===== src/rtl/lane_arbiter4_if.sv =====
// Handshake bundle between the four lane requesters and lane_arbiter4.
//   req         : per-lane request levels (bit i = lane i)
//   done        : current grantee releases the resource
//   sel         : registered index of the granted lane (decoder select)
//   gnt_valid   : a grant is active
//   gnt         : one-hot grant, zero while no grant is active
//   grant_count : number of grants issued, wraps at 2^CNT_W
//   timeout     : one-cycle pulse after a forced release
// Modports: master = requester side, slave = arbiter side.
interface lane_arbiter4_if #(
  parameter int unsigned CNT_W = 8
);
  logic [3:0]       req;
  logic             done;
  logic [1:0]       sel;
  logic             gnt_valid;
  logic [3:0]       gnt;
  logic [CNT_W-1:0] grant_count;
  logic             timeout;

  modport master (
    output req, done,
    input  sel, gnt_valid, gnt, grant_count, timeout
  );

  modport slave (
    input  req, done,
    output sel, gnt_valid, gnt, grant_count, timeout
  );
endinterface


===== src/rtl/lane_arbiter4.sv =====
// Round-robin arbiter sharing one resource among four lane requesters.
// Grants are exclusive and separated by one dead cycle (GAP) after each
// release. All outputs are registered.
// Ports:
//   clk    : system clock, rising edge
//   rst_n  : asynchronous active-low reset
//   io_arb : lane_arbiter4_if.slave (req/done in; sel/gnt_valid/gnt/
//            grant_count/timeout out)
// Optional feature macro: ARB_TIMEOUT_EN -- forces a release after a grant
// has been held HOLD_MAX cycles and pulses timeout during the following GAP.
module lane_arbiter4 #(
  parameter int unsigned HOLD_MAX = 16,
  parameter int unsigned CNT_W    = 8
) (
  input  logic           clk,
  input  logic           rst_n,
  lane_arbiter4_if.slave io_arb
);

  typedef enum logic [1:0] {
    IDLE  = 2'd0,
    GRANT = 2'd1,
    GAP   = 2'd2
  } state_t;

  if ((HOLD_MAX == 0) || (HOLD_MAX > 255)) begin : g_hold_max_range
    $error("lane_arbiter4: HOLD_MAX must be in 1..255");
  end

  state_t           r_state, w_state_nxt;
  logic [1:0]       r_sel, w_sel_nxt;
  logic [1:0]       r_ptr, w_ptr_nxt;
  logic             r_gnt_valid, w_gnt_valid_nxt;
  logic [3:0]       r_gnt, w_gnt_nxt;
  logic [CNT_W-1:0] r_cnt, w_cnt_nxt;
  logic             r_timeout, w_timeout_nxt;

  logic             w_found;
  logic [1:0]       w_win;
  logic [1:0]       w_idx;
  logic             w_user_rel;
  logic             w_force_rel;

  // Round-robin search: first set request starting just after r_ptr.
  always_comb begin
    w_found = 1'b0;
    w_win   = 2'd0;
    w_idx   = 2'd0;
    for (int i = 0; i < 4; i++) begin
      w_idx = r_ptr + 2'(i + 1);
      if (!w_found && io_arb.req[w_idx]) begin
        w_found = 1'b1;
        w_win   = w_idx;
      end
    end
  end

  // Voluntary release: explicit done or the owner withdrawing its request.
  assign w_user_rel = io_arb.done || !io_arb.req[r_sel];

`ifdef ARB_TIMEOUT_EN
  localparam int unsigned TMR_W = 8;

  logic [TMR_W-1:0] r_timer;

  // Counts completed grant cycles; restarts from zero on every new grant.
  always_ff @(posedge clk or negedge rst_n) begin
    if (!rst_n) begin
      r_timer <= '0;
    end else if (r_state == GRANT) begin
      r_timer <= r_timer + TMR_W'(1);
    end else begin
      r_timer <= '0;
    end
  end

  // Fires on the edge that ends the HOLD_MAX-th visible grant cycle.
  assign w_force_rel = (r_state == GRANT) && (r_timer == TMR_W'(HOLD_MAX - 1));
`else
  assign w_force_rel = 1'b0;
`endif

  // Next-state and next-output logic.
  always_comb begin
    w_state_nxt     = r_state;
    w_sel_nxt       = r_sel;
    w_ptr_nxt       = r_ptr;
    w_gnt_valid_nxt = r_gnt_valid;
    w_gnt_nxt       = r_gnt;
    w_cnt_nxt       = r_cnt;
    w_timeout_nxt   = 1'b0;

    case (r_state)
      IDLE, GAP: begin
        if (w_found) begin
          w_state_nxt     = GRANT;
          w_sel_nxt       = w_win;
          w_gnt_valid_nxt = 1'b1;
          w_gnt_nxt       = 4'b0001 << w_win;
          w_cnt_nxt       = r_cnt + CNT_W'(1);
        end else begin
          w_state_nxt     = IDLE;
          w_gnt_valid_nxt = 1'b0;
          w_gnt_nxt       = 4'b0000;
        end
      end
      GRANT: begin
        if (w_user_rel || w_force_rel) begin
          w_state_nxt     = GAP;
          w_ptr_nxt       = r_sel;
          w_gnt_valid_nxt = 1'b0;
          w_gnt_nxt       = 4'b0000;
          w_timeout_nxt   = w_force_rel && !w_user_rel;
        end
      end
      default: begin
        w_state_nxt     = IDLE;
        w_gnt_valid_nxt = 1'b0;
        w_gnt_nxt       = 4'b0000;
      end
    endcase
  end

  // State and output registers; ptr=3 gives lane 0 priority after reset.
  always_ff @(posedge clk or negedge rst_n) begin
    if (!rst_n) begin
      r_state     <= IDLE;
      r_sel       <= 2'b00;
      r_ptr       <= 2'b11;
      r_gnt_valid <= 1'b0;
      r_gnt       <= 4'b0000;
      r_cnt       <= '0;
      r_timeout   <= 1'b0;
    end else begin
      r_state     <= w_state_nxt;
      r_sel       <= w_sel_nxt;
      r_ptr       <= w_ptr_nxt;
      r_gnt_valid <= w_gnt_valid_nxt;
      r_gnt       <= w_gnt_nxt;
      r_cnt       <= w_cnt_nxt;
      r_timeout   <= w_timeout_nxt;
    end
  end

  assign io_arb.sel         = r_sel;
  assign io_arb.gnt_valid   = r_gnt_valid;
  assign io_arb.gnt         = r_gnt;
  assign io_arb.grant_count = r_cnt;
  assign io_arb.timeout     = r_timeout;

endmodule


===== src/flat_wrapper.sv =====
// flat-port wrapper written by rule: the top's interface ports become plain ports
module lane_arbiter4_flat 
#(
  parameter int unsigned HOLD_MAX = 16,
  parameter int unsigned CNT_W    = 8
)
  (clk, rst_n, io_arb_req, io_arb_done, io_arb_sel, io_arb_gnt_valid, io_arb_gnt, io_arb_grant_count, io_arb_timeout);
  lane_arbiter4_if #(.CNT_W(CNT_W)) io_arb_i ();
  input  logic clk;
  input  logic rst_n;
  input wire logic [$bits(io_arb_i.req)-1:0] io_arb_req;
  input wire logic [$bits(io_arb_i.done)-1:0] io_arb_done;
  output wire logic [$bits(io_arb_i.sel)-1:0] io_arb_sel;
  output wire logic [$bits(io_arb_i.gnt_valid)-1:0] io_arb_gnt_valid;
  output wire logic [$bits(io_arb_i.gnt)-1:0] io_arb_gnt;
  output wire logic [$bits(io_arb_i.grant_count)-1:0] io_arb_grant_count;
  output wire logic [$bits(io_arb_i.timeout)-1:0] io_arb_timeout;
  assign io_arb_i.req = io_arb_req;
  assign io_arb_i.done = io_arb_done;
  assign io_arb_sel = io_arb_i.sel;
  assign io_arb_gnt_valid = io_arb_i.gnt_valid;
  assign io_arb_gnt = io_arb_i.gnt;
  assign io_arb_grant_count = io_arb_i.grant_count;
  assign io_arb_timeout = io_arb_i.timeout;
  lane_arbiter4 #(.HOLD_MAX(HOLD_MAX), .CNT_W(CNT_W)) u_core (.clk(clk), .rst_n(rst_n), .io_arb(io_arb_i));
endmodule

===== config.mk =====
export PLATFORM = sky130hd
export DESIGN_NAME = lane_arbiter4_flat
export DESIGN_NICKNAME = d
export VERILOG_FILES = /design/src/rtl/lane_arbiter4_if.sv /design/src/rtl/lane_arbiter4.sv /design/src/flat_wrapper.sv
export SDC_FILE = /design/constraint.sdc
export NUM_CORES = 1
export LEC_CHECK = 0
export ABC_AREA = 1
export CELL_PAD_IN_SITES_DETAIL_PLACEMENT = 0
export CELL_PAD_IN_SITES_GLOBAL_PLACEMENT = 1
export CORE_AREA = 2 2 60 62
export DETAILED_ROUTE_END_ITERATION = 12
export DIE_AREA = 0 0 62 64
export PLACE_DENSITY = 0.86
export SYNTH_ARGS = -nofsm -noshare
export SYNTH_HDL_FRONTEND = slang
export SYNTH_SLANG_ARGS = --single-unit

===== constraint.sdc =====
create_clock -name clk -period 1.86 [get_ports clk]
set_clock_uncertainty 0.15 [all_clocks]
set_input_delay 0.372 -clock clk [delete_from_list [all_inputs] [get_ports clk]]
set_output_delay 0.372 -clock clk [all_outputs]
set_load 0.03 [all_outputs]

; ---- Word-level counts from Yosys, hierarchy flattened
; Index checks and enable logic that the tools add are counted.
[totals]
wordCells = 58
out_inout_bits = 16
ff_bits = 19
in_bits = 7
[classes]
mux = 27
add_sub_neg = 4
n_reduce_logical = 12
order_cmp = 5
shifts = 1
eq_ne = 3
[ops]
columns = op, n
row1 = $lt A2 B3 Y1 const B, 5
row2 = $mux W1, 12
row3 = $bmux W1 S2, 5
row4 = $mux W2, 5
row5 = $add A8 B1 Y8 const B, 1
row6 = $mux W4, 2
row7 = $pmux W4 S2, 1
row8 = $add A2 B2 Y2 const B, 2
row9 = $logic_not A1 Y1, 4
row10 = $pmux W2 S2, 1
row11 = $reduce_and A2 Y1, 2
row12 = $shl A1 B2 Y4 const A, 1
row13 = $logic_and A1 B1 Y1, 3
row14 = $add A2 B1 Y2 const B, 1
row15 = $eq A2 B1 Y1 const B, 1
row16 = $eq A2 B2 Y1 const B, 1
row17 = $logic_not A2 Y1, 1
row18 = $ne A2 B1 Y1 const B, 1
row19 = $pmux W1 S2, 1
row20 = $reduce_or A2 Y1, 1
row21 = $logic_or A1 B1 Y1, 1

; ---- Depth between registers and ports, before layout
; Gate-level depths: netlist of the first run.
[depth]
depth_word = 16
mapped_depth = 13

; ---- Worst setup path before layout of the first run
; Ideal clock, no wire load.
[synth_path]
kind = register -> register
start = reg u_core.r_ptr[0]
end = reg u_core.r_gnt[0], in the netlist u_core.io_arb.gnt[0]
t_arrival_ps = 1451
synth_period_minus_slack_ps = 1719
path_buffers = 2
stages_incl_launch_ff = 14
t_required_ps = 1593
slack_ps = 141
cell_sequence = dfstp_2 -> inv_2 -> buf_6 -> nand2_1 -> nand2_1 -> nand2_1 -> nand2_2 -> nor2_4 -> nand3_2 -> nand2_4 -> inv_2 -> buf_6 -> nand3_1 -> nand2_1
[synth_between]
elab_chain_len = 16
elab_cells_between_ends = 28
[synth_lines]
columns = element, line_no
row1 = "start, declared", lane_arbiter4.sv:32  ; logic [1:0] r_ptr, w_ptr_nxt;
row2 = "start signal, assigned", lane_arbiter4.sv:137  ; r_ptr <= w_ptr_nxt;
row3 = $add A2 B1 Y2, lane_arbiter4.sv:50  ; w_idx = r_ptr + 2'(i + 1);
row4 = $bmux W1 S2, lane_arbiter4.sv:51  ; if (!w_found && io_arb.req[w_idx]) begin
row5 = $mux W1 (implied by the code), lane_arbiter4.sv:51
row6 = $mux W1, lane_arbiter4.sv:51
row7 = $logic_not A1 Y1, lane_arbiter4.sv:51
row8 = $logic_and A1 B1 Y1, lane_arbiter4.sv:51
row9 = $mux W1, lane_arbiter4.sv:51
row10 = $logic_not A1 Y1, lane_arbiter4.sv:51
row11 = $logic_and A1 B1 Y1, lane_arbiter4.sv:51
row12 = $mux W1, lane_arbiter4.sv:51
row13 = $logic_not A1 Y1, lane_arbiter4.sv:51
row14 = $logic_and A1 B1 Y1, lane_arbiter4.sv:51
row15 = $mux W2, lane_arbiter4.sv:51
row16 = $shl A1 B2 Y4, lane_arbiter4.sv:99  ; w_gnt_nxt = 4'b0001 << w_win;
row17 = $mux W4 *, lane_arbiter4.sv:95  ; if (w_found) begin
row18 = $pmux W4 S2 *, lane_arbiter4.sv:93  ; case (r_state)
row19 = "end signal, assigned", lane_arbiter4.sv:139  ; r_gnt <= w_gnt_nxt;
row20 = "end, declared", lane_arbiter4.sv:34  ; logic [3:0] r_gnt, w_gnt_nxt;
; Mark *: on every way between the ends. The rest lies on a longest branch, timed or not. The select of a mux whose other input is x is not followed.
; A chain may end at the register's enable or synchronous reset.

; ---- Final worst setup path of the first run
[layout_path]
start = reg u_core.r_ptr[0]
end = reg u_core.r_gnt[2], in the netlist u_core.io_arb.gnt[2]
; The elaborated chain is that of the path after synthesis.

==> impl_metrics.ini, run 1 <==
[run_status]
status = complete, no violations

[synthesis]
synth_area_sq_um = 1170
ys_seq_area_share_pct = 38.8
synth_top_family_by_area = simple AND/OR/NAND/NOR gates
netlist_instances = 165
synthSimpleGateAreaFrac_pct = 37.2
synth_nets = 173
ys_top_cells_by_area = dfrtp_1 34%, nand2_1 23%, nand3_1 5.6%, inv_1 5.2%, dfstp_2 4.5%
synth_seq_cells = 18
syn_area_per_cell_sq_um = 7.07
synth_fa_ha_area_share_pct = 1.07
synth_compound_area_share_pct = 6.97
synthMuxAreaShare_pct = 0
ys_types = 26
synth_xor_area_share_pct = 5.26
yosysWarnings = 0
synth_largest_area_cell = dfrtp_1
synth_top_area_share_pct = 34.3

[detailed_routing]
drcViolationCount = 0
ant_nets = 0
first_pass_iters = 4
drt_iter0_markers = 67
via_per_inst = 4.60
wire_per_inst_um = 11.3
vias = 1112
wl_um = 2730

[grt]
overflow = 0
grt_pass1_wl_um = 4840
grt_use_total_pct = 16.2
grt_max_degree = 19
antenna_found_initial = 0
grt_pass1_vias = 1137

[finish]
final_common_cell = nand2_1
layout_common_cells = 68 x nand2_1, 16 x inv_1, 16 x dfrtp_1
final_nets = 205
n_fill_cell = 349
final-instance-count-excl-fill = 242
multi_input_area_sq_um = 611
drive_gt1_share_pct = 18.4
synthToLayoutAreaGrowth_pct = 31.7
register_area_sq_um = 453
num_antenna_cells = 0

[run]
drv_cap = 0

[clock_tree]
cts_tree = done
cts_buffers = 3
cts_max_path_buffers = 2
worst_skew_pair.late_latency_ns = 0.30
holdBufCountCts = 0
cts_sinks = 18
clockRootBuffer = clkbuf_4
htreeDepth = 1
path_clk_slew_ns = 0.11

[timing]
final-setup-viol-count = 0
fin_crit_sh_pct = 97.5
grt_setup_unrepaired = yes
max_freq_ghz = 0.551
slew_violations = 0
worst_slack_ns = 0.0459
hold_violations = 0
fin_crit_ns = 1.81
fin_setup_tns_ns = 0

[floorplanning]
core_sq_um = 3280
fp.dieW_um = 62
io_pins = 23
placementRows = 21
dieHeight_um = 64
start_util_pct = 35.5
die-area_sq_um = 3970

[setup_path]
cp_data_arrival_time_ns = 1.86
cp_max_fo = 11
end_kind = register
critPathLaunchType = register
path_class = register to register
required_ns = 1.90

[hold_path]
min_path_type = primary input to async pin

[power_and_ir_drop]
power_leakage_nw = 0.867
p_int_mw = 1.42
p_sw_mw = 1.49
vdd_drop_max_v = 0.000794
p_total_mw = 2.91
power_density_nw_per_um2 = 1890
combPwrFrac_pct = 67.1
power.share.switching_pct = 51.2
p_seq_share_pct = 24.5
clock_power_share_pct = 8.4

[placement]
post-place-ws_ns = -0.231
hpwl_um = 2100
gp_congestion = 0.900
dp.cells = 237
portBuffers = 21
power groups by stage:
stage / registers (mW) / clock network [mW] / logic [mW]
global route: 0.746 / 0.266 / 2.18
finish: 0.712 / 0.246 / 1.95
CTS: 0.713 / 0.249 / 1.90
floorplan: 0.990 / 0 / 1.08
detailed placement: 0.721 / 0 / 1.96
global placement: 0.717 / 0 / 1.93
registers in the layout, indices dropped and copies added (netlist names):
register                   cells
u_core.io_arb.sel              2
u_core.io_arb.gnt              4
u_core.r_state                 1
u_core.io_arb.grant_count      8
u_core.io_arb.gnt_valid        1
u_core.r_ptr                   2
per-stage QoR:
step	util (%)	cell area [sq um]	hold slack, ns
4_1_cts	45.6	1500	0.239
5_1_grt	46.7	1540	0.245
2_1_floorplan	-	1170	-0.0736
3_5_place_dp	44.8	1470	0.323
3_3_place_gp	44.8	1470	0.317
6_report	46.7	1540	0.235
synthesized netlist by cell type:
| cell | instances |
|---|---|
| a21boi_1 | 1 |
| dfrtp_1 | 16 |
| dfstp_2 | 2 |
| nor2_4 | 1 |
| o21ai_2 | 3 |
| xnor2_1 | 2 |
| inv_2 | 3 |
| nand4_1 | 2 |
| o21ai_0 | 4 |
| o211ai_1 | 1 |
| nand2_4 | 1 |
| nand3_1 | 13 |
| buf_6 | 3 |
| o21ai_1 | 2 |
| conb_1 | 1 |
| nand2_1 | 71 |
| nand3_2 | 1 |
| buf_4 | 2 |
| nand2_2 | 3 |
| xor2_1 | 5 |
| nor3_1 | 2 |
| ha_1 | 1 |
| nor2_2 | 1 |
| nor2_1 | 6 |
| inv_1 | 16 |
| a21oi_1 | 2 |
metal layers:
| layer | GRT usage [%] | vias to the layer above | part of all wire, % |
|---|---|---|---|
| met4 | 5.59 | 0 | 1.2 |
| li1 | - | 571 | - |
| met2 | 27.9 | 19 | 51 |
| met3 | 2.43 | 4 | 3.1 |
| met5 | 0 | - | 0 |
| met1 | 19.9 | 518 | 45 |
critical path, stage by stage, from the launching register on:
cell	delay, ns
dfstp_2	0.56
buf_6	0.14
nand2_1	0.06
nand2_1	0.12
nand2_1	0.11
nand2_2	0.10
nand3_2	0.10
nand2_4	0.13
inv_4	0.08
nand3_1	0.09
nand2_1	0.05
worst paths after layout:
path | startpoint | endpoint | slack [ns] | cells after the start
setup reg to reg | u_core.r_ptr[0] | u_core.io_arb.gnt[2] | 0.05 | 10
min in group clk | u_core.io_arb.gnt[1] | u_core.io_arb.gnt[1] | 0.34 | 2
hold / removal | rst_n | u_core.io_arb.grant_count[0] | 0.24 | 2
setup / recovery | u_core.r_ptr[0] | u_core.io_arb.gnt[2] | 0.05 | 10
hold reg to reg | u_core.io_arb.gnt[1] | u_core.io_arb.gnt[1] | 0.34 | 2
max in group asynchronous | rst_n | u_core.r_ptr[1] | 1.07 | 2
area by class of cell:
class	count	share of cell area, %
timing repair buffer	32	19.6
clock buffer	4	2.36
sequential	18	29.5
tap	46	3.75
multi-input combinational	123	39.8
inverter	19	4.97
what timing repair did:
action,4_1_cts,5_1_grt
cloned,0,0
setup endpoints to repair,13,18
gates resized for setup,13,11
buffers inserted,0,1
pin swaps,0,1
kinds of logic (layout without fill, tap and decap cells):
| kind of cell | Yosys count | in the layout |
|---|---|---|
| other | 1 | 1 |
| flip-flops | 18 | 18 |
| XOR/XNOR | 7 | 7 |
| buffers and inverters | 24 | 55 |
| adder cells (fa/ha/maj) | 1 | 1 |
| AND/OR/NAND/NOR | 101 | 101 |
| AO/OA/AOI/OAI | 13 | 13 |
Note: power is estimated with default switching activity, not from simulation.
==> run 2, diff against run 1 <==
--- a/config.mk
+++ b/config.mk
@@ -6,6 +6,7 @@
 export NUM_CORES = 1
 export LEC_CHECK = 0
 export ABC_AREA = 1
+export CAP_MARGIN = 20
 export CELL_PAD_IN_SITES_DETAIL_PLACEMENT = 0
 export CELL_PAD_IN_SITES_GLOBAL_PLACEMENT = 1
 export CORE_AREA = 2 2 60 62
==> results of run 2 <==
The final DEF is identical to that of run 1; final timing and power are the same.
